==> config.mk <==
export PLATFORM = sky130hd
export DESIGN_NAME = mux_scan_sequencer_flat
export DESIGN_NICKNAME = d
export VERILOG_FILES = /design/src/rtl/mux_scan_sequencer_pkg.sv /design/src/rtl/mux_scan_sequencer_if.sv /design/src/rtl/mux_scan_sequencer_bit_sync.sv /design/src/rtl/mux_scan_sequencer.sv /design/src/flat_wrapper.sv
export SDC_FILE = /design/constraint.sdc
export NUM_CORES = 1
export LEC_CHECK = 0
export BUFFER_PORTS_ARGS = -buffer_cell sky130_fd_sc_hd__buf_2
export CAP_MARGIN = 10
export CORE_UTILIZATION = 52
export CTS_CLUSTER_DIAMETER = 200
export DETAILED_ROUTE_END_ITERATION = 6
export PLACE_DENSITY = 0.76
export RECOVER_POWER = 50
export SYNTH_ARGS = -nofsm -noshare
export SYNTH_HDL_FRONTEND = slang
export SYNTH_SLANG_ARGS = --single-unit
==> constraint.sdc <==
create_clock -name wb_clk_i -period 1.84 [get_ports wb_clk_i]
set_clock_uncertainty 0.05 [all_clocks]
set_input_delay 0.184 -clock wb_clk_i [delete_from_list [all_inputs] [get_ports wb_clk_i]]
set_output_delay 0.184 -clock wb_clk_i [all_outputs]
set_load 0.05 [all_outputs]
==> src/rtl/mux_scan_sequencer_pkg.sv <==
// mux_scan_sequencer_pkg: shared state encoding and channel-count derivation
package mux_scan_sequencer_pkg;
  typedef enum logic [1:0] {IDLE, SETTLE, SAMPLE, DONE} state_e;
  localparam int LOG_WIDTH_DEF = 4;
  function automatic int num_ch(input int log_width);
    return 1 << log_width;
  endfunction
endpackage

==> src/rtl/mux_scan_sequencer_if.sv <==
// mux_scan_sequencer_if: control, mux and result handshake signals of the scan sequencer
interface mux_scan_sequencer_if import mux_scan_sequencer_pkg::*; #(
  parameter int LOG_WIDTH = LOG_WIDTH_DEF
);
  localparam int NUM_CH = num_ch(LOG_WIDTH);
  logic start_i;
  logic abort_i;
  logic continuous_i;
  logic [LOG_WIDTH-1:0] first_i;
  logic [LOG_WIDTH-1:0] last_i;
  logic bit_i;
  logic [LOG_WIDTH-1:0] sel_o;
  logic busy_o;
  logic [NUM_CH-1:0] result_o;
  logic result_valid_o;
  logic result_ready_i;
  modport master (
    input start_i, abort_i, continuous_i, first_i, last_i, bit_i, result_ready_i,
    output sel_o, busy_o, result_o, result_valid_o
  );
  modport slave (
    output start_i, abort_i, continuous_i, first_i, last_i, bit_i, result_ready_i,
    input sel_o, busy_o, result_o, result_valid_o
  );
endinterface

==> src/rtl/mux_scan_sequencer_bit_sync.sv <==
// mux_scan_sequencer_bit_sync: reset-to-zero flop chain bringing the async mux output into clk
module mux_scan_sequencer_bit_sync #(
  parameter int STAGES = 2
) (
  input  logic clk,
  input  logic rst,
  input  logic d,
  output logic q
);
  logic [STAGES-1:0] sync_q, sync_d;
  always_comb sync_d = STAGES'({sync_q, d});
  // shift the raw bit one stage deeper every cycle
  always_ff @(posedge clk)
    if (rst) sync_q <= '0;
    else sync_q <= sync_d;
  assign q = sync_q[STAGES-1];
endmodule

==> src/rtl/mux_scan_sequencer.sv <==
// mux_scan_sequencer: steps the mux select over a channel range and assembles a snapshot word
module mux_scan_sequencer import mux_scan_sequencer_pkg::*; #(
  parameter int LOG_WIDTH   = LOG_WIDTH_DEF,
  parameter int SETTLE_CYC  = 3,
  parameter int SYNC_STAGES = 2
) (
  input logic wb_clk_i,
  input logic wb_rst_i,
  mux_scan_sequencer_if.master bus
);
  localparam int NUM_CH = num_ch(LOG_WIDTH);
  state_e state_q, state_d;
  logic [LOG_WIDTH-1:0] sel_q, sel_d, first_q, first_d, last_q, last_d;
  logic [3:0] cnt_q, cnt_d;
  logic [NUM_CH-1:0] work_q, work_d, result_q, result_d;
  logic valid_q, valid_d, bit_s;
  mux_scan_sequencer_bit_sync #(.STAGES(SYNC_STAGES)) u_sync (
    .clk(wb_clk_i),
    .rst(wb_rst_i),
    .d(bus.bit_i),
    .q(bit_s)
  );
  // next-state and datapath; abort overrides start and sample completion
  always_comb begin
    state_d = state_q;
    sel_d = sel_q;
    first_d = first_q;
    last_d = last_q;
    cnt_d = cnt_q;
    work_d = work_q;
    result_d = result_q;
    valid_d = valid_q;
    case (state_q)
      IDLE: if (bus.start_i) begin
        first_d = bus.first_i;
        last_d = bus.last_i;
        sel_d = bus.first_i;
        work_d = '0;
        cnt_d = '0;
        state_d = SETTLE;
      end
      SETTLE: begin
        cnt_d = cnt_q + 4'd1;
        state_d = cnt_q == 4'(SETTLE_CYC - 1) ? SAMPLE : SETTLE;
      end
      SAMPLE: begin
        work_d[sel_q] = bit_s;
        if (sel_q == last_q) begin
          result_d = work_d;
          valid_d = 1'b1;
          state_d = DONE;
        end else begin
          sel_d = sel_q + 1'b1;
          cnt_d = '0;
          state_d = SETTLE;
        end
      end
      DONE: if (bus.result_ready_i) begin
        valid_d = 1'b0;
        state_d = bus.continuous_i ? SETTLE : IDLE;
        sel_d = bus.continuous_i ? first_q : sel_q;
        cnt_d = '0;
        work_d = '0;
      end
      default: state_d = IDLE;
    endcase
    if (bus.abort_i) begin
      state_d = IDLE;
      sel_d = sel_q;
      cnt_d = cnt_q;
      work_d = work_q;
      result_d = result_q;
      valid_d = 1'b0;
    end
  end
  // state and datapath registers
  always_ff @(posedge wb_clk_i)
    if (wb_rst_i) begin
      state_q <= IDLE;
      sel_q <= '0;
      first_q <= '0;
      last_q <= '0;
      cnt_q <= '0;
      work_q <= '0;
      result_q <= '0;
      valid_q <= 1'b0;
    end else begin
      state_q <= state_d;
      sel_q <= sel_d;
      first_q <= first_d;
      last_q <= last_d;
      cnt_q <= cnt_d;
      work_q <= work_d;
      result_q <= result_d;
      valid_q <= valid_d;
    end
  assign bus.sel_o = sel_q;
  assign bus.busy_o = state_q == SETTLE || state_q == SAMPLE;
  assign bus.result_o = result_q;
  assign bus.result_valid_o = valid_q;
endmodule

==> src/flat_wrapper.sv <==
// flat-port wrapper written by rule: the top's interface ports become plain ports
module mux_scan_sequencer_flat import mux_scan_sequencer_pkg::*;
#(
  parameter int LOG_WIDTH   = LOG_WIDTH_DEF,
  parameter int SETTLE_CYC  = 3,
  parameter int SYNC_STAGES = 2
)
  (wb_clk_i, wb_rst_i, bus_start_i, bus_abort_i, bus_continuous_i, bus_first_i, bus_last_i, bus_bit_i, bus_result_ready_i, bus_sel_o, bus_busy_o, bus_result_o, bus_result_valid_o);
  mux_scan_sequencer_if #(.LOG_WIDTH(LOG_WIDTH)) bus_i ();
  input logic wb_clk_i;
  input logic wb_rst_i;
  input wire logic [$bits(bus_i.start_i)-1:0] bus_start_i;
  input wire logic [$bits(bus_i.abort_i)-1:0] bus_abort_i;
  input wire logic [$bits(bus_i.continuous_i)-1:0] bus_continuous_i;
  input wire logic [$bits(bus_i.first_i)-1:0] bus_first_i;
  input wire logic [$bits(bus_i.last_i)-1:0] bus_last_i;
  input wire logic [$bits(bus_i.bit_i)-1:0] bus_bit_i;
  input wire logic [$bits(bus_i.result_ready_i)-1:0] bus_result_ready_i;
  output wire logic [$bits(bus_i.sel_o)-1:0] bus_sel_o;
  output wire logic [$bits(bus_i.busy_o)-1:0] bus_busy_o;
  output wire logic [$bits(bus_i.result_o)-1:0] bus_result_o;
  output wire logic [$bits(bus_i.result_valid_o)-1:0] bus_result_valid_o;
  assign bus_i.start_i = bus_start_i;
  assign bus_i.abort_i = bus_abort_i;
  assign bus_i.continuous_i = bus_continuous_i;
  assign bus_i.first_i = bus_first_i;
  assign bus_i.last_i = bus_last_i;
  assign bus_i.bit_i = bus_bit_i;
  assign bus_i.result_ready_i = bus_result_ready_i;
  assign bus_sel_o = bus_i.sel_o;
  assign bus_busy_o = bus_i.busy_o;
  assign bus_result_o = bus_i.result_o;
  assign bus_result_valid_o = bus_i.result_valid_o;
  mux_scan_sequencer #(.LOG_WIDTH(LOG_WIDTH), .SETTLE_CYC(SETTLE_CYC), .SYNC_STAGES(SYNC_STAGES)) u_core (.wb_clk_i(wb_clk_i), .wb_rst_i(wb_rst_i), .bus(bus_i));
endmodule
# Word-level counts from Yosys, hierarchy flattened
# Index checks and enable logic that the tools add are counted.
# Widths: inputs -> output; s select.
# totals
romBits,0
ramBits,0
memories,0
in_bits,15
wordCells,61
latchBits,0
reg_bits,53
# classes
eq_ne,10
div_mod_pow,0
n_reduce_logical,13
shifts,0
addsub,2
bitwise_logic,1
mul,0
muxes,24
magnitude_cmp,2
# ops
operator,n
$pmux 16 s3,1
$mux 16,2
$mux 4,7
$bwmux 16,1
$pmux 4 s4,1
$pmux 4 s3,1
$add 4x1->4 const B,2
$mux 2,4
$ne 2x2->1 const B,4
$pmux 2 s4,1
$reduce_and 4->1,2
$reduce_and 3->1,2
$reduce_and 6->1,1
$lt 4x5->1 const B,1
$demux 1 s4,1
$eq 2x2->1 const B,2
$eq 4x2->1 const B,1
$eq 4x4->1,1
$ge 4x1->1 const B,1
$mux 1,4
$reduce_and 2->1,2
$reduce_bool 3->1,1
$eq 2x1->1 const B,1
$logic_not 2->1,1
7 further kinds,7

# Longest topological paths before layout
# Gate-level depths: netlist (run 1).
# depth
ltp_word,6
ltp_mapped,8

# Hierarchy
# From an unflattened synthesis (run 1), not the netlist that was laid out.
# unflattened
cells_unflattened,318
area_unflattened_um2,2797.7
# modules_own_cells
module,cells_each,instances,area_per_inst_um2
mux_scan_sequencer,314,1,2745.1
mux_scan_sequencer_bit_sync,4,1,52.6

# Least setup slack after synthesis (run 1)
# No wires, ideal clock.
# synth_path
path_kind,reg2reg
from,reg u_core.sel_q[1] (netlist: u_core.bus.sel_o[1])
to,reg u_core.result_q[3] (netlist: u_core.bus.result_o[3])
stages_incl_launch_ff,6
n_path_buf,0
arrival_time_ps,1900
path_slack_ps,-244
period_less_slack_ps,2084
path_cell_list,dfxtp_1 > ha_1 > nor3b_1 > mux2_2 > nor4_1 > a211oi_1
# synth_via
elab_chain_len,5
# synth_rtl
element,line_no,text
"start, declared",mux_scan_sequencer.sv:13,"logic [LOG_WIDTH-1:0] sel_q, sel_d, first_q, first_d, last_q, last_d;"
"start signal, assigned",mux_scan_sequencer.sv:89,sel_q <= sel_d;
$lt 4x5->1 (not written as such) / $ge 4x1->1 (equally long branches),mux_scan_sequencer.sv:47,work_d[sel_q] = bit_s;
$logic_and 1x1->1 (not written as such),mux_scan_sequencer.sv:47,
$mux 1 (not written as such),mux_scan_sequencer.sv:47,
$demux 1 s4,n/a,
$bwmux 16,mux_scan_sequencer.sv:47,
"end signal, assigned",mux_scan_sequencer.sv:94,result_q <= result_d;
"end, declared",mux_scan_sequencer.sv:15,"logic [NUM_CH-1:0] work_q, work_d, result_q, result_d;"
# Parallel ways exist; a longest one is shown, timed or not.
# A chain may end at the register's enable or synchronous reset.

# Final worst setup path (run 1)
# layout_path
from,reg u_core.state_q[0]
to,reg u_core.work_q[6]
# layout_via
elab_chain_len,3
# layout_rtl
element,line_no,text
"start, declared",mux_scan_sequencer.sv:12,"state_e state_q, state_d;"
"start signal, assigned",mux_scan_sequencer.sv:88,state_q <= state_d;
$eq 2x2->1 / $logic_not 2->1 (equally long branches),mux_scan_sequencer.sv:33,case (state_q)
$ne 2x2->1 (no line) / $reduce_bool 3->1 (equally long branches),n/a,
$reduce_and 4->1 (no line),n/a,
"end signal, assigned",mux_scan_sequencer.sv:93,work_q <= work_d;
"end, declared",mux_scan_sequencer.sv:15,
# Parallel ways exist; a longest one is shown, timed or not.

==> flow_metrics.tcl, run 1 <==
set metrics [dict create \
    max_freq_mhz 539 \
    rows 26 \
    critical_path_required_ns 2.04 \
    synthesis.area_mm2 0.00283 \
    finalSetupViolCount 3 \
    critPathLaunchType "register" \
    clk_latency_ns 0.31 \
    cp.arrival_ns 2.06 \
    violations "negative setup slack" \
    dpl_cell_area_mm2 0.00323 \
    io_buffers 36 \
    yosysSeqAreaShare_pct 37.5 \
    firstDrtPassIters 5 \
    overflow 0 \
    hold_path_depth 2 \
    r2r_end "u_core.work_q[6]" \
    maxCapViolCount 0 \
    synth_edf_count 0 \
    fin_total_pwr_uw 2280 \
    worst_slack_ns -0.0163 \
    r2r_start "u_core.state_q[0]" \
    syn_inst 321 \
    ys.flop_type "dfxtp_1" \
    core-area_mm2 0.00517 \
    fin_crit_ns 1.86 \
    final_cell_mix "dfxtp_1, buf_4, nor2_1, clkbuf_1, nand3_1" \
    r2r_setup_slack_ns -0.02 \
    relSlewSlack_pct 58.1 \
    syn_nets 348 \
    viasPerCell 5.92 \
    die_x_um 75.7 \
    ant_nets 0 \
    layout.nets 403 \
    hp-class "primary input to register" \
    grt_pass1_wl_um 11200 \
    place_congestion 0.867 \
    n_antenna_cell 0 \
    worst_setup_path_end_kind "register" \
    multi_input_area_mm2 0.00168 \
    async_flop_share_pct 0 \
    worstMarginPinSlew_ns 0.631 \
    p_leak_uw 0.00135 \
    seq_area_mm2 0.00108 \
    cts_sinks 53 \
    die_y_um 75.7 \
    initial_core_util_pct 54.6 \
    drc 0 \
    path_clk_slew_ns 0.09 \
    ioPinCount 37 \
    final_common_cell "dfxtp_1" \
    design_area_mm2 0.00350 \
    area_growth_pct 23.8 \
    hold_start "bus_bit_i" \
    reg2reg_depth 7 \
    cts_htree_levels 2 \
    cts_made_buffers 5 \
    criticalPathCategory "register to register" \
    wirelength_um 7390 \
    synth_warnings 0 \
    dp_hpwl_um 5030 \
    drive_above_1_share_pct 26.0 \
    peakVddDrop_uv 402 \
    cts_buffer_depth 2 \
    grt_start_max_net_pins 23 \
    status "complete, but fails checks" \
    post_drt_wl_per_cell_um 16.5 \
    drt-initial-drc-count 191 \
    vias 2647 \
    nFillCells 407 \
    p_per_area_mw_per_mm2 653 \
    cp_max_fo 8 \
    ys_ff_latch 53 \
    cts_tree "done" \
    die_area_mm2 0.00573 \
    root_buffer "clkbuf_8" \
    grt_pass1_vias 2398 \
    min_period_over_period_pct 101 \
    rsz0062_at_grt "true" \
    hold_violations 0 \
    maxSlewViolCount 0 \
    grt_usage_pct 26.2 \
    antenna_found_initial 0 \
    synth.avg_cell_area_um2 8.81 \
    synthDistinctLibCells 44 \
    hold_end "u_core.u_sync.sync_q[0]" \
]
worst max path at each step:
stage	from	endpoint	slack [ns]	cells past startpoint
finish	u_core.state_q[0]	u_core.work_q[6]	-0.02	7
floorplan	u_core.bus.sel_o[1]	u_core.bus.result_o[3]	-0.02	5
global route	u_core.state_q[0]	u_core.work_q[7]	-0.07	7
detailed placement	u_core.state_q[1]	u_core.work_q[10]	-0.02	7
global placement	u_core.bus.sel_o[3]	u_core.bus.result_o[7]	0.008	5
CTS	u_core.state_q[0]	u_core.work_q[9]	0.005	7
timing repair:
item                                    CTS  global route
pin swaps                                 3             9
hold buffers                              0             0
endpoints found under the setup margin   21            31
resized for setup                         7            23
setup buffers                             4             3
gates cloned                              1             0
per-stage QoR:
stage                     TNS [ns]  setup slack (ns)  hold slack [ns]  utilization [%]  std cells
after global placement           0           0.00813            0.344             62.4        431
after detailed placement   -0.0736           -0.0206            0.350             62.4        431
after floorplan            -0.0186           -0.0186            0.248                -        321
final                      -0.0239           -0.0163           0.0243             67.7        447
after global routing        -0.494           -0.0663           0.0667             67.7        447
after CTS                        0           0.00502           0.0173             65.6        444
flip-flops by register name, summed over array words and instances, names as in the netlist:
register,flops
u_core.bus.result_valid_o,1
u_core.work_q,16
u_core.last_q,4
u_core.bus.sel_o,4
u_core.u_sync.sync_q,2
u_core.cnt_q,4
u_core.state_q,2
u_core.bus.result_o,16
u_core.first_q,4
per-layer routing:
layer  vias up  track usage (%)  share of wire (%)
met1      1249             33.3                 43
met2        97             44.2                 49
met4         0             8.64                1.7
li1       1285                -                  -
met5         -                0                  0
met3        16             5.56                5.9
kinds of logic (layout without fill, tap and decap cells):
kind of cell | Yosys count | after routing | synth area share [%]
XOR/XNOR | 5 | 5 | 1.55
flip-flops | 53 | 53 | 37.5
multiplexers | 22 | 22 | 8.19
AO/OA/AOI/OAI | 86 | 86 | 21.5
AND/OR/NAND/NOR | 100 | 100 | 19.1
buffers and inverters | 43 | 99 | 6.77
adder cells (fa/ha/maj) | 12 | 12 | 5.31
synthesized netlist by cell type (all sizes together) (5+ instances only):
| master | count | area, µm² |
|---|---|---|
| nand2 | 17 | 63.8 |
| mux2 | 9 | 101 |
| buf | 10 | 67.6 |
| nand3b | 10 | 75.1 |
| a22oi | 10 | 75.1 |
| o31ai | 12 | 90.1 |
| nand3 | 20 | 105 |
| a211oi | 18 | 135 |
| a31oi | 10 | 62.6 |
| mux2i | 13 | 130 |
| nor4 | 7 | 43.8 |
| ha | 12 | 150 |
| inv | 16 | 60.1 |
| clkbuf | 17 | 63.8 |
| a21oi | 14 | 70.1 |
| nor2 | 21 | 78.8 |
| o31a | 10 | 87.6 |
| nor3b | 5 | 37.5 |
| dfxtp | 53 | 1060 |
area by class of cell:
| cell class | instances | area share (%) |
|---|---|---|
| Clock buffer | 6 | 2.36 |
| Clock inverter | 2 | 0.393 |
| Inverter | 16 | 1.86 |
| Multi-Input combinational cell | 225 | 48.1 |
| Sequential cell | 53 | 30.7 |
| Tap cell | 70 | 2.50 |
| Timing Repair Buffer | 75 | 14.1 |
power breakdown:
| group | leakage (µW) | internal [µW] | switching (µW) |
|---|---|---|---|
| clock network | 0.0000512 | 306 | 398 |
| logic | 0.000865 | 153 | 240 |
| registers | 0.000433 | 1160 | 22.5 |
worst max-delay path, stage by stage (launching register included):
cell	delay [ns]
dfxtp_4	0.39
inv_4	0.05
ha_4	0.16
and2b_2	0.23
or3_4	0.42
buf_6	0.15
o31a_1	0.27
nor2_1	0.09
Note: power is estimated with default switching activity, not from simulation.
==> run 2: changes to the inputs <==
--- a/config.mk
+++ b/config.mk
@@ -5,13 +5,14 @@
 export SDC_FILE = /design/constraint.sdc
 export NUM_CORES = 1
 export LEC_CHECK = 0
-export BUFFER_PORTS_ARGS = -buffer_cell sky130_fd_sc_hd__buf_2
+export BUFFER_PORTS_ARGS = -buffer_cell sky130_fd_sc_hd__buf_4
 export CAP_MARGIN = 10
+export CORE_MARGIN = 4
 export CORE_UTILIZATION = 52
 export CTS_CLUSTER_DIAMETER = 200
 export DETAILED_ROUTE_END_ITERATION = 6
 export PLACE_DENSITY = 0.76
-export RECOVER_POWER = 50
+export RECOVER_POWER = 100
 export SYNTH_ARGS = -nofsm -noshare
 export SYNTH_HDL_FRONTEND = slang
 export SYNTH_SLANG_ARGS = --single-unit
==> run 2 against run 1 <==
The flow still finishes with violations (negative setup slack). Clock-buffer cell count grew 1. Die area is 16% higher. Sequential share of layout area decreased by 0.70 points. Setup slack got worse by 0.093 ns. Critical path type unchanged.
==> flow_metrics.tcl, run 2 (synthesis results as in run 1) <==
set metrics [dict create \
    r2r_setup_slack_ns -0.11 \
    ioPinCount 37 \
    die_y_um 81.7 \
    nFillCells 401 \
    status "complete, but fails checks" \
    initial_core_util_pct 54.6 \
    wirelength_um 7670 \
    n_antenna_cell 0 \
    hold_path_depth 2 \
    maxCapViolCount 0 \
    r2r_start "u_core.bus.sel_o[0]" \
    peakVddDrop_uv 460 \
    die_area_mm2 0.00668 \
    vias 2626 \
    hold_end "u_core.u_sync.sync_q[0]" \
    cts_htree_levels 2 \
    drt-initial-drc-count 187 \
    hp-class "primary input to register" \
    relSlewSlack_pct 64.5 \
    final_cell_mix "buf_4, dfxtp_1, nor2_1, nand3_1, a211oi_1" \
    violations "negative setup slack" \
    p_leak_uw 0.00140 \
    core-area_mm2 0.00517 \
    clk_latency_ns 0.31 \
    p_per_area_mw_per_mm2 626 \
    criticalPathCategory "register to register" \
    hold_violations 0 \
    firstDrtPassIters 5 \
    post_drt_wl_per_cell_um 17.5 \
    path_clk_slew_ns 0.10 \
    max_freq_mhz 513 \
    grt_start_max_net_pins 55 \
    drive_above_1_share_pct 31.2 \
    viasPerCell 5.98 \
    drc 0 \
    cts_sinks 53 \
    die_x_um 81.7 \
    rows 26 \
    ant_nets 0 \
    final_core_util_pct 68.9 \
    min_period_over_period_pct 106 \
    seq_area_mm2 0.00107 \
    cts_made_buffers 5 \
    area_growth_pct 26.1 \
    reg2reg_depth 5 \
    cts_buffer_depth 2 \
    fin_total_pwr_uw 2230 \
    dp_hpwl_um 5190 \
    worst_slack_ns -0.109 \
    worst_setup_path_end_kind "register" \
    multi_input_area_mm2 0.00172 \
    cp.arrival_ns 2.07 \
    place_congestion 0.817 \
    r2r_end "u_core.bus.result_o[3]" \
    fin_crit_ns 1.95 \
    overflow 0 \
    antenna_found_initial 0 \
    rsz0062_at_grt "true" \
    post_cts_buffers 0 \
    cp_max_fo 6 \
    grt_pass1_wl_um 12000 \
    finalSetupViolCount 2 \
    grt_usage_pct 23.1 \
    final_common_cell "buf_4" \
    grt_pass1_vias 2504 \
    cts_tree "done" \
    maxSlewViolCount 0 \
    worstMarginPinSlew_ns 0.533 \
    ctsHoldBuffers 0 \
    hold_start "bus_bit_i" \
    root_buffer "clkbuf_8" \
    critical_path_required_ns 1.97 \
    layout.nets 395 \
    critPathLaunchType "register" \
    io_buffers 36 \
]
## run 2: changes by cell type in the layout (fill, tap and decap cells not counted), moves of 3 or more
cell	delta
ha_4	+3
inv_2	+3
ha_1	-3
buf_6	-3
buf_4	+32
buf_2	-16
clkbuf_1	-19
## run 2: repair_timing
action | CTS | global route
resized for setup | 12 | 23
cloned | 1 | 0
pin swaps | 2 | 2
setup endpoints to repair | 10 | 28
## run 2: worst max path at each step
stage                              startpoint                endpoint  slack, ns
after CTS                 u_core.bus.sel_o[0]  u_core.bus.result_o[4]      0.007
after floorplan           u_core.bus.sel_o[1]  u_core.bus.result_o[3]      -0.02
after global placement    u_core.bus.sel_o[1]  u_core.bus.result_o[1]      -0.07
after global routing      u_core.bus.sel_o[0]  u_core.bus.result_o[3]      -0.15
final                     u_core.bus.sel_o[0]  u_core.bus.result_o[3]      -0.11
after detailed placement  u_core.bus.sel_o[1]  u_core.bus.result_o[1]      -0.16
## run 2: where the power goes
group          internal (µW)  total (µW)  leakage [µW]  switching, µW
clock network            270         646     0.0000385            375
registers               1170        1190      0.000432           26.8
logic                    157         391      0.000926            234
## run 2: critical path, stage by stage, from the launching register on
cell,delay (ns)
dfxtp_2,0.44
ha_1,0.19
nor3b_1,0.29
mux2_2,0.42
nor4_1,0.33
a211oi_1,0.10
## run 2: routing by layer
| metal | track usage (%) | part of all wire (%) | vias up |
|---|---|---|---|
| met5 | 0 | 0 | - |
| li1 | - | - | 1271 |
| met4 | 6.48 | 1.3 | 0 |
| met1 | 29.4 | 43 | 1272 |
| met2 | 39.9 | 51 | 71 |
| met3 | 3.95 | 4.5 | 12 |
## run 2: cell type report
type	instances	area share, %
multi-input cells	225	48.4
flip-flops and latches	53	30.0
repair buffers	67	15.0
well taps	70	2.46
clock buffers	7	2.14
inverters	16	1.76
clock inverters	1	0.211
## run 2: stage by stage
step	worst slack, ns	area [µm²]	setup TNS (ns)	instances	hold slack, ns
floorplan	-0.0186	2830	-0.0186	321	0.248
detailed placement	-0.159	3310	-0.213	430	0.356
global route	-0.153	3560	-0.703	439	0.0673
CTS	0.00694	3460	0	439	0.0365
global placement	-0.0742	3310	-0.108	430	0.350
finish	-0.109	3560	-0.112	439	0.0399
==> run 3: changes to the inputs <==
--- a/config.mk
+++ b/config.mk
@@ -7,12 +7,13 @@
 export LEC_CHECK = 0
 export BUFFER_PORTS_ARGS = -buffer_cell sky130_fd_sc_hd__buf_4
 export CAP_MARGIN = 10
-export CORE_MARGIN = 4
+export CORE_MARGIN = 2
 export CORE_UTILIZATION = 52
 export CTS_CLUSTER_DIAMETER = 200
 export DETAILED_ROUTE_END_ITERATION = 6
 export PLACE_DENSITY = 0.76
 export RECOVER_POWER = 100
+export SKIP_CTS_REPAIR_TIMING = 1
 export SYNTH_ARGS = -nofsm -noshare
 export SYNTH_HDL_FRONTEND = slang
 export SYNTH_SLANG_ARGS = --single-unit
==> run 3 against run 2 <==
The flow now finishes without violations. Routed wire length shrank 3.9%. Power grew 0.73%. Flip-flop and latch count is the same. Worst hold slack lost 0.011 ns. Register-to-register slack gained 0.14 ns. First-iteration DRC count grew 14%. Design area shrank 2.1%. Die area shrank 9.5%. Critical path depth grew 2. Critical endpoint is now u_core.work_q[6]. Highest routed layer unchanged.
==> flow_metrics.tcl, run 3 (synthesis results as in run 1) <==
set metrics [dict create \
    drc 0 \
    drt-initial-drc-count 213 \
    rows 26 \
    antenna_found_initial 0 \
    swShare_pct 29.6 \
    finalSetupViolCount 0 \
    cp_max_fo 8 \
    p_int_uw 1580 \
    cp_num_buf_inv 2 \
    fin_crit_ns 1.81 \
    die_y_um 77.7 \
    viasPerCell 5.82 \
    tns_ns 0 \
    criticalPathCategory "register to register" \
    fin_total_pwr_uw 2250 \
    clk_latency_ns 0.31 \
    p_per_area_mw_per_mm2 644 \
    r2r_start "u_core.state_q[0]" \
    vias 2562 \
    hp-class "primary input to register" \
    dp_hpwl_um 5050 \
    cp.arrival_ns 2.00 \
    die_area_mm2 0.00604 \
    worstMarginPinSlew_ns 0.571 \
    sequentialPowerShare_pct 53.0 \
    whs_ns 0.0290 \
    p_leak_uw 0.00140 \
    core-area_mm2 0.00517 \
    min_period_over_period_pct 98.2 \
    maxSlewViolCount 0 \
    dp_cells 431 \
    instances_no_fill 440 \
    ant_nets 0 \
    final_cell_mix "buf_4, dfxtp_1, nor2_1, nand3_1, a211oi_1" \
    drive_above_1_share_pct 29.7 \
    critPathTopFamily "simple AND/OR/NAND/NOR gates" \
    ioPinCount 37 \
    cts_made_buffers 5 \
    peakVddDrop_uv 417 \
    initial_core_util_pct 54.6 \
    final_common_cell "buf_4" \
    slowest_delay_ns 0.41 \
    crit_path_start "u_core.state_q[0]" \
    grt_usage_pct 23.9 \
    area_growth_pct 23.4 \
    grt_pass1_wl_um 11700 \
    grt_pass1_vias 2458 \
    status "complete, no violations" \
    firstDrtPassIters 4 \
    max_freq_mhz 553 \
    cts_buffer_depth 2 \
    critical_path.cell_chain "inv_4, ha_4, and2b_2, or3_4, buf_6, o31a_1, nor2_1" \
    p_comb_share_pct 16.5 \
    overflow 0 \
    die_x_um 77.7 \
    rsz0062_at_grt "true" \
    slowest_stage "or3_4" \
    wirelength_um 7370 \
    io_buffers 36 \
    post_drt_wl_per_cell_um 16.8 \
    place_congestion 0.852 \
    cts_tree "done" \
    layout.nets 396 \
    root_buffer "clkbuf_8" \
    final_core_util_pct 67.4 \
    cts_htree_levels 2 \
    p_switching_uw 665 \
    critical_path_required_ns 2.04 \
    worst_setup_path_end_kind "register" \
    maxCapViolCount 0 \
    cts_sinks 53 \
    relSlewSlack_pct 61.9 \
    clkPwrFrac_pct 30.5 \
    grt_start_max_net_pins 55 \
    hold_violations 0 \
    path_clk_slew_ns 0.10 \
    hold_start "bus_bit_i" \
    critPathLaunchType "register" \
    n_antenna_cell 0 \
]
==> run 3: changes by cell type in the layout (fill, tap and decap cells not counted), sizes merged <==
cell    before  now
buf         67   68
clkbuf       7    5
clkinv       0    1
inv         16   17
==> run 3: path summary, 6_finish.rpt <==
check                                               end  slack (ns)  cells past startpoint
worst max-delay path                   u_core.work_q[6]        0.03                      7
worst min-delay path            u_core.u_sync.sync_q[0]        0.03                      2
worst max register to register         u_core.work_q[6]        0.03                      7
worst min register to register  u_core.u_sync.sync_q[1]        0.40                      1
==> run 3: stage by stage <==
stage / instance area, µm² / setup WS, ns
finish: 3490 / 0.0325
global route: 3490 / -0.0321
CTS: 3380 / -0.0601
detailed placement: 3290 / -0.0431
global placement: 3290 / -0.0431
floorplan: 2830 / -0.0186
==> run 3: area by class of cell <==
class | count | area [µm²]
fill | 425 | 1680
multi-input combinational | 225 | 1650
sequential | 53 | 1070
timing repair buffer | 68 | 518
tap | 70 | 87.6
clock buffer | 5 | 68.8
inverter | 16 | 65.1
clock inverter | 3 | 21.3
==> run 3: per-layer routing <==
| metal | track usage, % | part of all wire, % | vias to the layer above | wire (µm) |
|---|---|---|---|---|
| li1 | - | - | 1276 | - |
| met1 | 30.8 | 47 | 1235 | 3440 |
| met2 | 39.9 | 49 | 45 | 3630 |
| met3 | 4.19 | 2.9 | 6 | 217 |
| met4 | 8.93 | 1.2 | 0 | 87 |
| met5 | 0 | 0 | - | 0 |
==> run 3: power groups by stage <==
stage / clock [µW] / sequential [µW] / combinational, µW
floorplan: 0 / 1230 / 202
global placement: 0 / 1220 / 333
detailed placement: 0 / 1220 / 336
CTS: 689 / 1190 / 339
global route: 736 / 1190 / 397
finish: 686 / 1190 / 370
